`src/rtl/alu_arbiter_if.sv`:
```
// Bundle between two ALU requesters, the arbiter and the shared combinational ALU.
// master: requester/ALU environment side; slave: the arbiter.
interface alu_arbiter_if;
  logic        req0_valid;
  logic        req0_ready;
  logic        req0_arm;
  logic [3:0]  req0_ctrl;
  logic [31:0] req0_op1;
  logic [31:0] req0_op2;
  logic [2:0]  req0_shtype;
  logic [4:0]  req0_shamt;

  logic        req1_valid;
  logic        req1_ready;
  logic        req1_arm;
  logic [3:0]  req1_ctrl;
  logic [31:0] req1_op1;
  logic [31:0] req1_op2;
  logic [2:0]  req1_shtype;
  logic [4:0]  req1_shamt;

  logic        rsp0_valid;
  logic        rsp0_ready;
  logic [31:0] rsp0_result;
  logic [3:0]  rsp0_flags;

  logic        rsp1_valid;
  logic        rsp1_ready;
  logic [31:0] rsp1_result;
  logic [3:0]  rsp1_flags;

  logic        alu_arm;
  logic [3:0]  alu_ctrl;
  logic [31:0] alu_op1;
  logic [31:0] alu_op2;
  logic [2:0]  alu_shtype;
  logic [4:0]  alu_shamt;
  logic [31:0] alu_result;
  logic [3:0]  alu_flags;

  modport master (
    output req0_valid, req0_arm, req0_ctrl, req0_op1, req0_op2, req0_shtype, req0_shamt,
    input  req0_ready,
    output req1_valid, req1_arm, req1_ctrl, req1_op1, req1_op2, req1_shtype, req1_shamt,
    input  req1_ready,
    input  rsp0_valid, rsp0_result, rsp0_flags,
    output rsp0_ready,
    input  rsp1_valid, rsp1_result, rsp1_flags,
    output rsp1_ready,
    input  alu_arm, alu_ctrl, alu_op1, alu_op2, alu_shtype, alu_shamt,
    output alu_result, alu_flags
  );

  modport slave (
    input  req0_valid, req0_arm, req0_ctrl, req0_op1, req0_op2, req0_shtype, req0_shamt,
    output req0_ready,
    input  req1_valid, req1_arm, req1_ctrl, req1_op1, req1_op2, req1_shtype, req1_shamt,
    output req1_ready,
    output rsp0_valid, rsp0_result, rsp0_flags,
    input  rsp0_ready,
    output rsp1_valid, rsp1_result, rsp1_flags,
    input  rsp1_ready,
    output alu_arm, alu_ctrl, alu_op1, alu_op2, alu_shtype, alu_shamt,
    input  alu_result, alu_flags
  );
endinterface

```
`src/rtl/alu_arbiter.sv`:
```
// Two-requester arbiter for one shared combinational ALU: one-entry issue register,
// one response slot per requester, at most one outstanding operation per requester.
module alu_arbiter #(
  parameter bit FIXED_PRIO = 1'b0
) (
  input logic         clk,
  input logic         reset_n,
  alu_arbiter_if.slave bus
);

  logic        busy0;
  logic        busy1;
  logic        last_grant;
  logic        elig0;
  logic        elig1;
  logic        grant0;
  logic        grant1;
  logic        rsp0_xfer;
  logic        rsp1_xfer;
  logic        issue_on;

  logic        iss_valid;
  logic        iss_owner;
  logic        iss_arm;
  logic [3:0]  iss_ctrl;
  logic [31:0] iss_op1;
  logic [31:0] iss_op2;
  logic [2:0]  iss_shtype;
  logic [4:0]  iss_shamt;

  logic        rsp0_full;
  logic        rsp1_full;
  logic [31:0] rsp0_res;
  logic [31:0] rsp1_res;
  logic [3:0]  rsp0_flg;
  logic [3:0]  rsp1_flg;

  // Ready never looks at rsp*_ready; a requester becomes eligible only after its result left.
  always_comb begin
    elig0     = reset_n & bus.req0_valid & ~busy0;
    elig1     = reset_n & bus.req1_valid & ~busy1;
    grant0    = elig0 & (~elig1 | FIXED_PRIO | last_grant);
    grant1    = elig1 & ~grant0;
    rsp0_xfer = reset_n & rsp0_full & bus.rsp0_ready;
    rsp1_xfer = reset_n & rsp1_full & bus.rsp1_ready;
    issue_on  = reset_n & iss_valid;
  end

  always_ff @(posedge clk) begin
    if (!reset_n) begin
      busy0      <= 1'b0;
      busy1      <= 1'b0;
      last_grant <= 1'b1;
      iss_valid  <= 1'b0;
      rsp0_full  <= 1'b0;
      rsp1_full  <= 1'b0;
    end else begin
      busy0     <= grant0 | (busy0 & ~rsp0_xfer);
      busy1     <= grant1 | (busy1 & ~rsp1_xfer);
      iss_valid <= grant0 | grant1;
      if (grant0 | grant1)
        last_grant <= grant1;
      if (iss_valid & ~iss_owner)
        rsp0_full <= 1'b1;
      else if (rsp0_xfer)
        rsp0_full <= 1'b0;
      if (iss_valid & iss_owner)
        rsp1_full <= 1'b1;
      else if (rsp1_xfer)
        rsp1_full <= 1'b0;
    end
  end

  // Datapath needs no reset: every field is qualified by a valid/full bit above.
  always_ff @(posedge clk) begin
    if (grant0) begin
      iss_owner  <= 1'b0;
      iss_arm    <= bus.req0_arm;
      iss_ctrl   <= bus.req0_ctrl;
      iss_op1    <= bus.req0_op1;
      iss_op2    <= bus.req0_op2;
      iss_shtype <= bus.req0_shtype;
      iss_shamt  <= bus.req0_shamt;
    end else if (grant1) begin
      iss_owner  <= 1'b1;
      iss_arm    <= bus.req1_arm;
      iss_ctrl   <= bus.req1_ctrl;
      iss_op1    <= bus.req1_op1;
      iss_op2    <= bus.req1_op2;
      iss_shtype <= bus.req1_shtype;
      iss_shamt  <= bus.req1_shamt;
    end
    if (iss_valid & ~iss_owner) begin
      rsp0_res <= bus.alu_result;
      rsp0_flg <= bus.alu_flags;
    end
    if (iss_valid & iss_owner) begin
      rsp1_res <= bus.alu_result;
      rsp1_flg <= bus.alu_flags;
    end
  end

  assign bus.req0_ready  = grant0;
  assign bus.req1_ready  = grant1;
  assign bus.rsp0_valid  = reset_n & rsp0_full;
  assign bus.rsp1_valid  = reset_n & rsp1_full;
  assign bus.rsp0_result = rsp0_res;
  assign bus.rsp1_result = rsp1_res;
  assign bus.rsp0_flags  = rsp0_flg;
  assign bus.rsp1_flags  = rsp1_flg;

  assign bus.alu_arm    = issue_on & iss_arm;
  assign bus.alu_ctrl   = issue_on ? iss_ctrl   : 4'd0;
  assign bus.alu_op1    = issue_on ? iss_op1    : 32'd0;
  assign bus.alu_op2    = issue_on ? iss_op2    : 32'd0;
  assign bus.alu_shtype = issue_on ? iss_shtype : 3'd0;
  assign bus.alu_shamt  = issue_on ? iss_shamt  : 5'd0;

endmodule
```
`src/flat_wrapper.sv`:
```
// flat-port wrapper written by rule: the top's interface ports become plain ports
module alu_arbiter_flat 
#(
  parameter bit FIXED_PRIO = 1'b0
)
  (clk, reset_n, bus_req0_valid, bus_req0_arm, bus_req0_ctrl, bus_req0_op1, bus_req0_op2, bus_req0_shtype, bus_req0_shamt, bus_req0_ready, bus_req1_valid, bus_req1_arm, bus_req1_ctrl, bus_req1_op1, bus_req1_op2, bus_req1_shtype, bus_req1_shamt, bus_req1_ready, bus_rsp0_valid, bus_rsp0_result, bus_rsp0_flags, bus_rsp0_ready, bus_rsp1_valid, bus_rsp1_result, bus_rsp1_flags, bus_rsp1_ready, bus_alu_arm, bus_alu_ctrl, bus_alu_op1, bus_alu_op2, bus_alu_shtype, bus_alu_shamt, bus_alu_result, bus_alu_flags);
  alu_arbiter_if bus_i ();
  input logic clk;
  input logic reset_n;
  input wire logic [$bits(bus_i.req0_valid)-1:0] bus_req0_valid;
  input wire logic [$bits(bus_i.req0_arm)-1:0] bus_req0_arm;
  input wire logic [$bits(bus_i.req0_ctrl)-1:0] bus_req0_ctrl;
  input wire logic [$bits(bus_i.req0_op1)-1:0] bus_req0_op1;
  input wire logic [$bits(bus_i.req0_op2)-1:0] bus_req0_op2;
  input wire logic [$bits(bus_i.req0_shtype)-1:0] bus_req0_shtype;
  input wire logic [$bits(bus_i.req0_shamt)-1:0] bus_req0_shamt;
  output wire logic [$bits(bus_i.req0_ready)-1:0] bus_req0_ready;
  input wire logic [$bits(bus_i.req1_valid)-1:0] bus_req1_valid;
  input wire logic [$bits(bus_i.req1_arm)-1:0] bus_req1_arm;
  input wire logic [$bits(bus_i.req1_ctrl)-1:0] bus_req1_ctrl;
  input wire logic [$bits(bus_i.req1_op1)-1:0] bus_req1_op1;
  input wire logic [$bits(bus_i.req1_op2)-1:0] bus_req1_op2;
  input wire logic [$bits(bus_i.req1_shtype)-1:0] bus_req1_shtype;
  input wire logic [$bits(bus_i.req1_shamt)-1:0] bus_req1_shamt;
  output wire logic [$bits(bus_i.req1_ready)-1:0] bus_req1_ready;
  output wire logic [$bits(bus_i.rsp0_valid)-1:0] bus_rsp0_valid;
  output wire logic [$bits(bus_i.rsp0_result)-1:0] bus_rsp0_result;
  output wire logic [$bits(bus_i.rsp0_flags)-1:0] bus_rsp0_flags;
  input wire logic [$bits(bus_i.rsp0_ready)-1:0] bus_rsp0_ready;
  output wire logic [$bits(bus_i.rsp1_valid)-1:0] bus_rsp1_valid;
  output wire logic [$bits(bus_i.rsp1_result)-1:0] bus_rsp1_result;
  output wire logic [$bits(bus_i.rsp1_flags)-1:0] bus_rsp1_flags;
  input wire logic [$bits(bus_i.rsp1_ready)-1:0] bus_rsp1_ready;
  output wire logic [$bits(bus_i.alu_arm)-1:0] bus_alu_arm;
  output wire logic [$bits(bus_i.alu_ctrl)-1:0] bus_alu_ctrl;
  output wire logic [$bits(bus_i.alu_op1)-1:0] bus_alu_op1;
  output wire logic [$bits(bus_i.alu_op2)-1:0] bus_alu_op2;
  output wire logic [$bits(bus_i.alu_shtype)-1:0] bus_alu_shtype;
  output wire logic [$bits(bus_i.alu_shamt)-1:0] bus_alu_shamt;
  input wire logic [$bits(bus_i.alu_result)-1:0] bus_alu_result;
  input wire logic [$bits(bus_i.alu_flags)-1:0] bus_alu_flags;
  assign bus_i.req0_valid = bus_req0_valid;
  assign bus_i.req0_arm = bus_req0_arm;
  assign bus_i.req0_ctrl = bus_req0_ctrl;
  assign bus_i.req0_op1 = bus_req0_op1;
  assign bus_i.req0_op2 = bus_req0_op2;
  assign bus_i.req0_shtype = bus_req0_shtype;
  assign bus_i.req0_shamt = bus_req0_shamt;
  assign bus_req0_ready = bus_i.req0_ready;
  assign bus_i.req1_valid = bus_req1_valid;
  assign bus_i.req1_arm = bus_req1_arm;
  assign bus_i.req1_ctrl = bus_req1_ctrl;
  assign bus_i.req1_op1 = bus_req1_op1;
  assign bus_i.req1_op2 = bus_req1_op2;
  assign bus_i.req1_shtype = bus_req1_shtype;
  assign bus_i.req1_shamt = bus_req1_shamt;
  assign bus_req1_ready = bus_i.req1_ready;
  assign bus_rsp0_valid = bus_i.rsp0_valid;
  assign bus_rsp0_result = bus_i.rsp0_result;
  assign bus_rsp0_flags = bus_i.rsp0_flags;
  assign bus_i.rsp0_ready = bus_rsp0_ready;
  assign bus_rsp1_valid = bus_i.rsp1_valid;
  assign bus_rsp1_result = bus_i.rsp1_result;
  assign bus_rsp1_flags = bus_i.rsp1_flags;
  assign bus_i.rsp1_ready = bus_rsp1_ready;
  assign bus_alu_arm = bus_i.alu_arm;
  assign bus_alu_ctrl = bus_i.alu_ctrl;
  assign bus_alu_op1 = bus_i.alu_op1;
  assign bus_alu_op2 = bus_i.alu_op2;
  assign bus_alu_shtype = bus_i.alu_shtype;
  assign bus_alu_shamt = bus_i.alu_shamt;
  assign bus_i.alu_result = bus_alu_result;
  assign bus_i.alu_flags = bus_alu_flags;
  alu_arbiter #(.FIXED_PRIO(FIXED_PRIO)) u_core (.clk(clk), .reset_n(reset_n), .bus(bus_i));
endmodule
```
`config.mk`:
```
export PLATFORM = sky130hd
export DESIGN_NAME = alu_arbiter_flat
export DESIGN_NICKNAME = d
export VERILOG_FILES = /design/src/rtl/alu_arbiter_if.sv /design/src/rtl/alu_arbiter.sv /design/src/flat_wrapper.sv
export SDC_FILE = /design/constraint.sdc
export NUM_CORES = 1
export LEC_CHECK = 0
export CAP_MARGIN = 20
export CORE_AREA = 2 2 136 138
export DETAILED_ROUTE_END_ITERATION = 10
export DIE_AREA = 0 0 138 140
export GPL_TIMING_DRIVEN = 1
export PLACE_DENSITY = 0.84
export SLEW_MARGIN = 10
export SYNTH_ARGS = -nofsm -noshare
export SYNTH_HDL_FRONTEND = slang
export SYNTH_SLANG_ARGS = --single-unit
```
`constraint.sdc`:
```
create_clock -name clk -period 4.2 [get_ports clk]
set_input_delay 0.84 -clock clk [delete_from_list [all_inputs] [get_ports clk]]
set_output_delay 0.84 -clock clk [all_outputs]
set_load 0.03 [all_outputs]
```
======== Word-level counts from Yosys, hierarchy flattened ========
Index checks and enable logic that the tools add are counted.
word-level totals
  output and inout port bits .............. 153
  word-level logic and storage cells ...... 68
  bits in registers ....................... 156
operators by class
  reduce and logical (&&, ||, !) cells .... 3
  bitwise logic cells ..................... 27
  multiplexer cells ....................... 21
operators by type and width
  kind                number
  32-bit 2-to-1 mux   6
  1-bit bitwise AND   16
  5-bit 2-to-1 mux    3
  4-bit 2-to-1 mux    3
  3-bit 2-to-1 mux    3
  1-bit inverter      7
  1-bit 2-to-1 mux    6
  2-bit nonzero test  3
  1-bit OR            4

======== Longest topological paths before layout ========
  depth after elaboration ................. 9
  gate-level depth with buffers ........... 5
  mapped depth without buffers ............ 3

======== Worst setup path after synthesis ========
No wires, ideal clock.
  path kind ............................... input port to flip-flop
  start ................................... in reset_n
  end ..................................... reg u_core.iss_arm, enable pin
  setup time .............................. 0.441 ns
  arrival time ............................ 3.122 ns
  slack ................................... 0.637 ns
  stages .................................. 3
  required time ........................... 3.759 ns
  path through ............................ clkbuf_1 > clkbuf_1 > o21a_1
on the way
  cells in the longest elaborated chain, start to end .. 8
ends and longest elaborated chain
  element                                line               source
  from (decl)                            flat_wrapper.sv:9  input logic reset_n;
  1-bit bitwise AND (2 in series)        alu_arbiter.sv:41  elig1 = reset_n & bus.req1_valid & ~busy1;
  1-bit inverter                         alu_arbiter.sv:42  grant0 = elig0 & (~elig1 | FIXED_PRIO | last_grant);
  1-bit OR                               alu_arbiter.sv:42
  1-bit bitwise AND                      alu_arbiter.sv:42
  1-bit inverter                         alu_arbiter.sv:43  grant1 = elig1 & ~grant0;
  1-bit bitwise AND                      alu_arbiter.sv:43
  2-bit nonzero test (no source line) *  -
  to (signal assigned)                   alu_arbiter.sv:78  iss_arm <= bus.req0_arm;
  to (signal assigned)                   alu_arbiter.sv:86  iss_arm <= bus.req1_arm;
  to (decl)                              alu_arbiter.sv:24  logic iss_arm;
Mark *: on every way between the ends. The rest lies on a longest branch, timed or not.
A chain may end at the register's enable or synchronous reset.

======== Worst setup path after layout ========
  start ................................... in bus_req1_valid
  end ..................................... out bus_req1_ready
on the way
  cells in the longest elaborated chain, start to end .. 7
ends and longest elaborated chain
  element                            line                source
  from (decl)                        flat_wrapper.sv:18  input wire logic [$bits(bus_i.req1_valid)-1:0] bus_req1_valid;
  1-bit bitwise AND * (2 in series)  alu_arbiter.sv:41
  1-bit inverter                     alu_arbiter.sv:42
  1-bit OR                           alu_arbiter.sv:42
  1-bit bitwise AND                  alu_arbiter.sv:42
  1-bit inverter                     alu_arbiter.sv:43
  1-bit bitwise AND *                alu_arbiter.sv:43
  to (decl)                          flat_wrapper.sv:25  output wire logic [$bits(bus_i.req1_ready)-1:0] bus_req1_ready;
Marks and branches as above.

==> impl_metrics.ini <==
[synthesis]
asyncSetResetFlopFracSynth = 0
postSynthAreaPerCell_um2 = 18.2
synth_commonest_cells = 149 x edfxtp_1, 77 x and3_1, 76 x mux2_4
synthXorXnorAreaFrac = 0
synth_most_common_cell = edfxtp_1
syn_nets = 561
synth_top_area_cell = edfxtp_1
netlist-cell-type-count = 23
number_of_standard_cells_after_synthesis = 365
synth.mux.area_fraction = 0.173
synthSimpleGateAreaFrac = 0.0842
synth.cell_area_um2 = 6660
synth_top_area_frac = 0.672
combinational_family_with_the_most_area_after_synthesis = multiplexers
synth_seq_area_share = 0.693
number_of_storage_elements_in_the_synthesis_netlist = 156
synth_compound_area_frac = 0.0111
synth_ff_type = edfxtp_1
synth-edff-count = 149
ys.warnings.count = 0
fraction_of_the_mapped_netlist_area_in_adder_cells = 0
synth.area.top_cells = edfxtp_1 67%, mux2_4 17%, and3_1 7.2%

[sta]
report.final.setup_viol = 0
finalMaxSlewViolations = 0
max_freq_mhz = 292
slew_headroom = 0.344
fin_skew_ps = 7.28
finalSetupTns_ps = 0
rsz_0062_raised_after_global_routing = false
hold_fails_final_rpt = 0
worst-slew-pin-transition_ps = 982
post-route-worst-setup-slack_ps = 771
post_route_minimum_period_ps = 3430
final_min_period_over_clock_period = 0.816
fin_hold_ws_ps = 503

[worst_hold_path]
min_path_type = reg2reg

[drt]
drt_wl_total_mm = 17.6
routed_via_density = 4.68
postRouteAntennaNets = 0
wl_per_cell_um = 18.4
dr.pass1.iters = 4
vias = 4464
post-route-drc-count = 0
1st_iter_drt_viols = 200

[final_layout]
n_antenna_cell = 0
final_layout_size_suffix_gt1_frac = 0.168
seq_area_um2 = 4620
filler_cell_count = 1284
design.final.nets = 908
finish.cell_count_without_fillers = 954
multi_input_gate_area_um2 = 1800
synth_to_final_area_change_pct = 63.1
finish.instance_area_um2 = 10900
postLayoutCoreUtil = 0.610

[placement]
placedInstanceArea_um2 = 10300
detailed_placement_wirelength_estimate_mm = 13.4
placed_insts = 920
place.port_buffers = 348
detailedPlace.worstSlack_ps = 784
place_congestion = 0.805

[grt]
grt-busiest-layer = met2
globalRouteTotalUtil = 0.180
antenna_violations_before_repair = 0
grt.met1_usage = 0.195
first_global_vias = 4718
grt_util_met3 = 0.0554
met2_track_utilization_from_global_routing = 0.331
grt_max_degree = 81
grt_first_pass_wirelength_mm = 26.6
grt_overflow_total = 0

[clocking]
clk_latency_ps = 420
clock_edge_transition_at_the_registers_on_the_reported_setup_and_hold_paths_ps = 60
ctsRootBufferMaster = clkbuf_16
postCtsResizedCells = 0
post_cts_hold_buffer_count = 0
tritoncts_num_sinks = 156
ctsLongestPathBuffers = 2
cts.repair_timing.setup_buffer_count = 0
cts_bufs_inserted = 17
cts-htree-levels = 4
clock_tree_from_tritoncts = done

[power_and_ir_drop]
power.density_cell_area_nw_per_um2 = 381
design_power_total_mw = 4.13
power.sequential.fraction = 0.460
p_leak_nw = 4.18
power_frac_comb = 0.194
p_sw_mw = 1.07
switching_share = 0.259
worst_ir_drop_vdd_uv = 275
int_pwr_mw = 3.06
clkPwrFrac = 0.346

[setup_path]
worstSetupPathType = in2out
timing.critical_path.to = bus_req1_ready
timing.critical_path.from = bus_req1_valid
critical_path.startpoint_type = primary input
crit_path_max_fanout = 6
regToRegStartpoint = u_core.busy0$_SDFF_PN0_
ff2ff_path_depth = 4
rrSetupSlack_ps = 2160
arrival_time_worst_endpoint_ps = 2590
timing.rr.end = u_core.iss_arm$_DFFE_PP_
crit_path_end_kind = primary output
worst-endpoint-required_ps = 3360

[floorplanning]
floorplan.core_area_um2 = 17800
io-pin-count = 349
design.die.area_um2 = 19300
row_count = 49
die_y_um = 140
floorplan.die.width_um = 138
start_util = 0.374

[outcome]
status = complete, no violations

[job]
cap_viol_max_count = 0
[power groups by stage]
stage	Combinational, mW	Sequential (mW)	Clock, mW
finish	0.803	1.90	1.43
global route	0.844	1.91	1.55
CTS	0.795	1.91	1.47
detailed placement	0.792	1.95	0
global placement	0.776	1.94	0
floorplan	0.334	2.01	0
[logic make-up after synthesis]
kind of cell,Yosys count
buffers and inverters,30
muxes,77
and+or+nand+nor,93
DFF,156
AOI/OAI and AO/OA,9
[critical path: stages]
cell             delay [ps]
clkdlybuf4s50_1         480
nor2b_1                 370
nand2_1                  90
nor2_1                  130
clkdlybuf4s50_1         680
[registers in the layout, summed over array words and instances (netlist names), 4 cells and up]
| register | count |
|---|---|
| u_core.bus.rsp1_flags | 4 |
| u_core.iss_op1 | 32 |
| u_core.bus.rsp0_flags | 4 |
| u_core.bus.rsp1_result | 32 |
| u_core.bus.rsp0_result | 32 |
| u_core.iss_op2 | 32 |
| u_core.iss_shamt | 5 |
| u_core.iss_ctrl | 4 |
[cells in the final DEF, fill, tap and decap left out, types with 2 or more instances in the layout]
| master | instances |
|---|---|
| and3_1 | 77 |
| buf_12 | 4 |
| buf_4 | 4 |
| clkbuf_16 | 17 |
| clkdlybuf4s50_1 | 346 |
| clkinv_4 | 3 |
| clkinv_8 | 2 |
| clkinvlp_4 | 2 |
| dfxtp_1 | 6 |
| edfxtp_1 | 149 |
| inv_1 | 3 |
| inv_6 | 6 |
| mux2_4 | 76 |
| nand2_1 | 7 |
| nor2_1 | 2 |
| nor2b_1 | 2 |
| o21ai_0 | 2 |
[per-layer routing]
| layer | routed length, um | part of all wire | up-vias |
|---|---|---|---|
| met5 | 0 | 0 | - |
| met4 | 314 | 0.018 | 0 |
| met3 | 1320 | 0.075 | 21 |
| met2 | 9430 | 0.54 | 231 |
| met1 | 6520 | 0.37 | 2113 |
| li1 | - | - | 2099 |
[layout make-up]
type                       instances  share of cell area
tap                              229              0.0264
inverter                           3             0.00104
timing repair buffer             355               0.330
multi-input combinational        179               0.166
sequential                       156               0.425
clock inverter                    14              0.0121
clock buffer                      18              0.0395
[how the worst min path moves through the flow]
stage | start | endpoint | slack (ps) | cells past startpoint
6_report | u_core.rsp0_full$_SDFFE_PN0P_ | u_core.rsp0_full$_SDFFE_PN0P_ | 500 | 2
5_1_grt | u_core.rsp0_full$_SDFFE_PN0P_ | u_core.rsp0_full$_SDFFE_PN0P_ | 540 | 2
4_1_cts | u_core.rsp0_full$_SDFFE_PN0P_ | u_core.rsp0_full$_SDFFE_PN0P_ | 510 | 2
3_5_place_dp | u_core.rsp0_full$_SDFFE_PN0P_ | u_core.rsp0_full$_SDFFE_PN0P_ | 500 | 2
3_3_place_gp | u_core.rsp1_full$_SDFFE_PN0P_ | u_core.rsp1_full$_SDFFE_PN0P_ | 490 | 2
2_1_floorplan | u_core.rsp1_full$_SDFFE_PN0P_ | u_core.rsp1_full$_SDFFE_PN0P_ | 460 | 2
(Power assumes the default switching activity.)
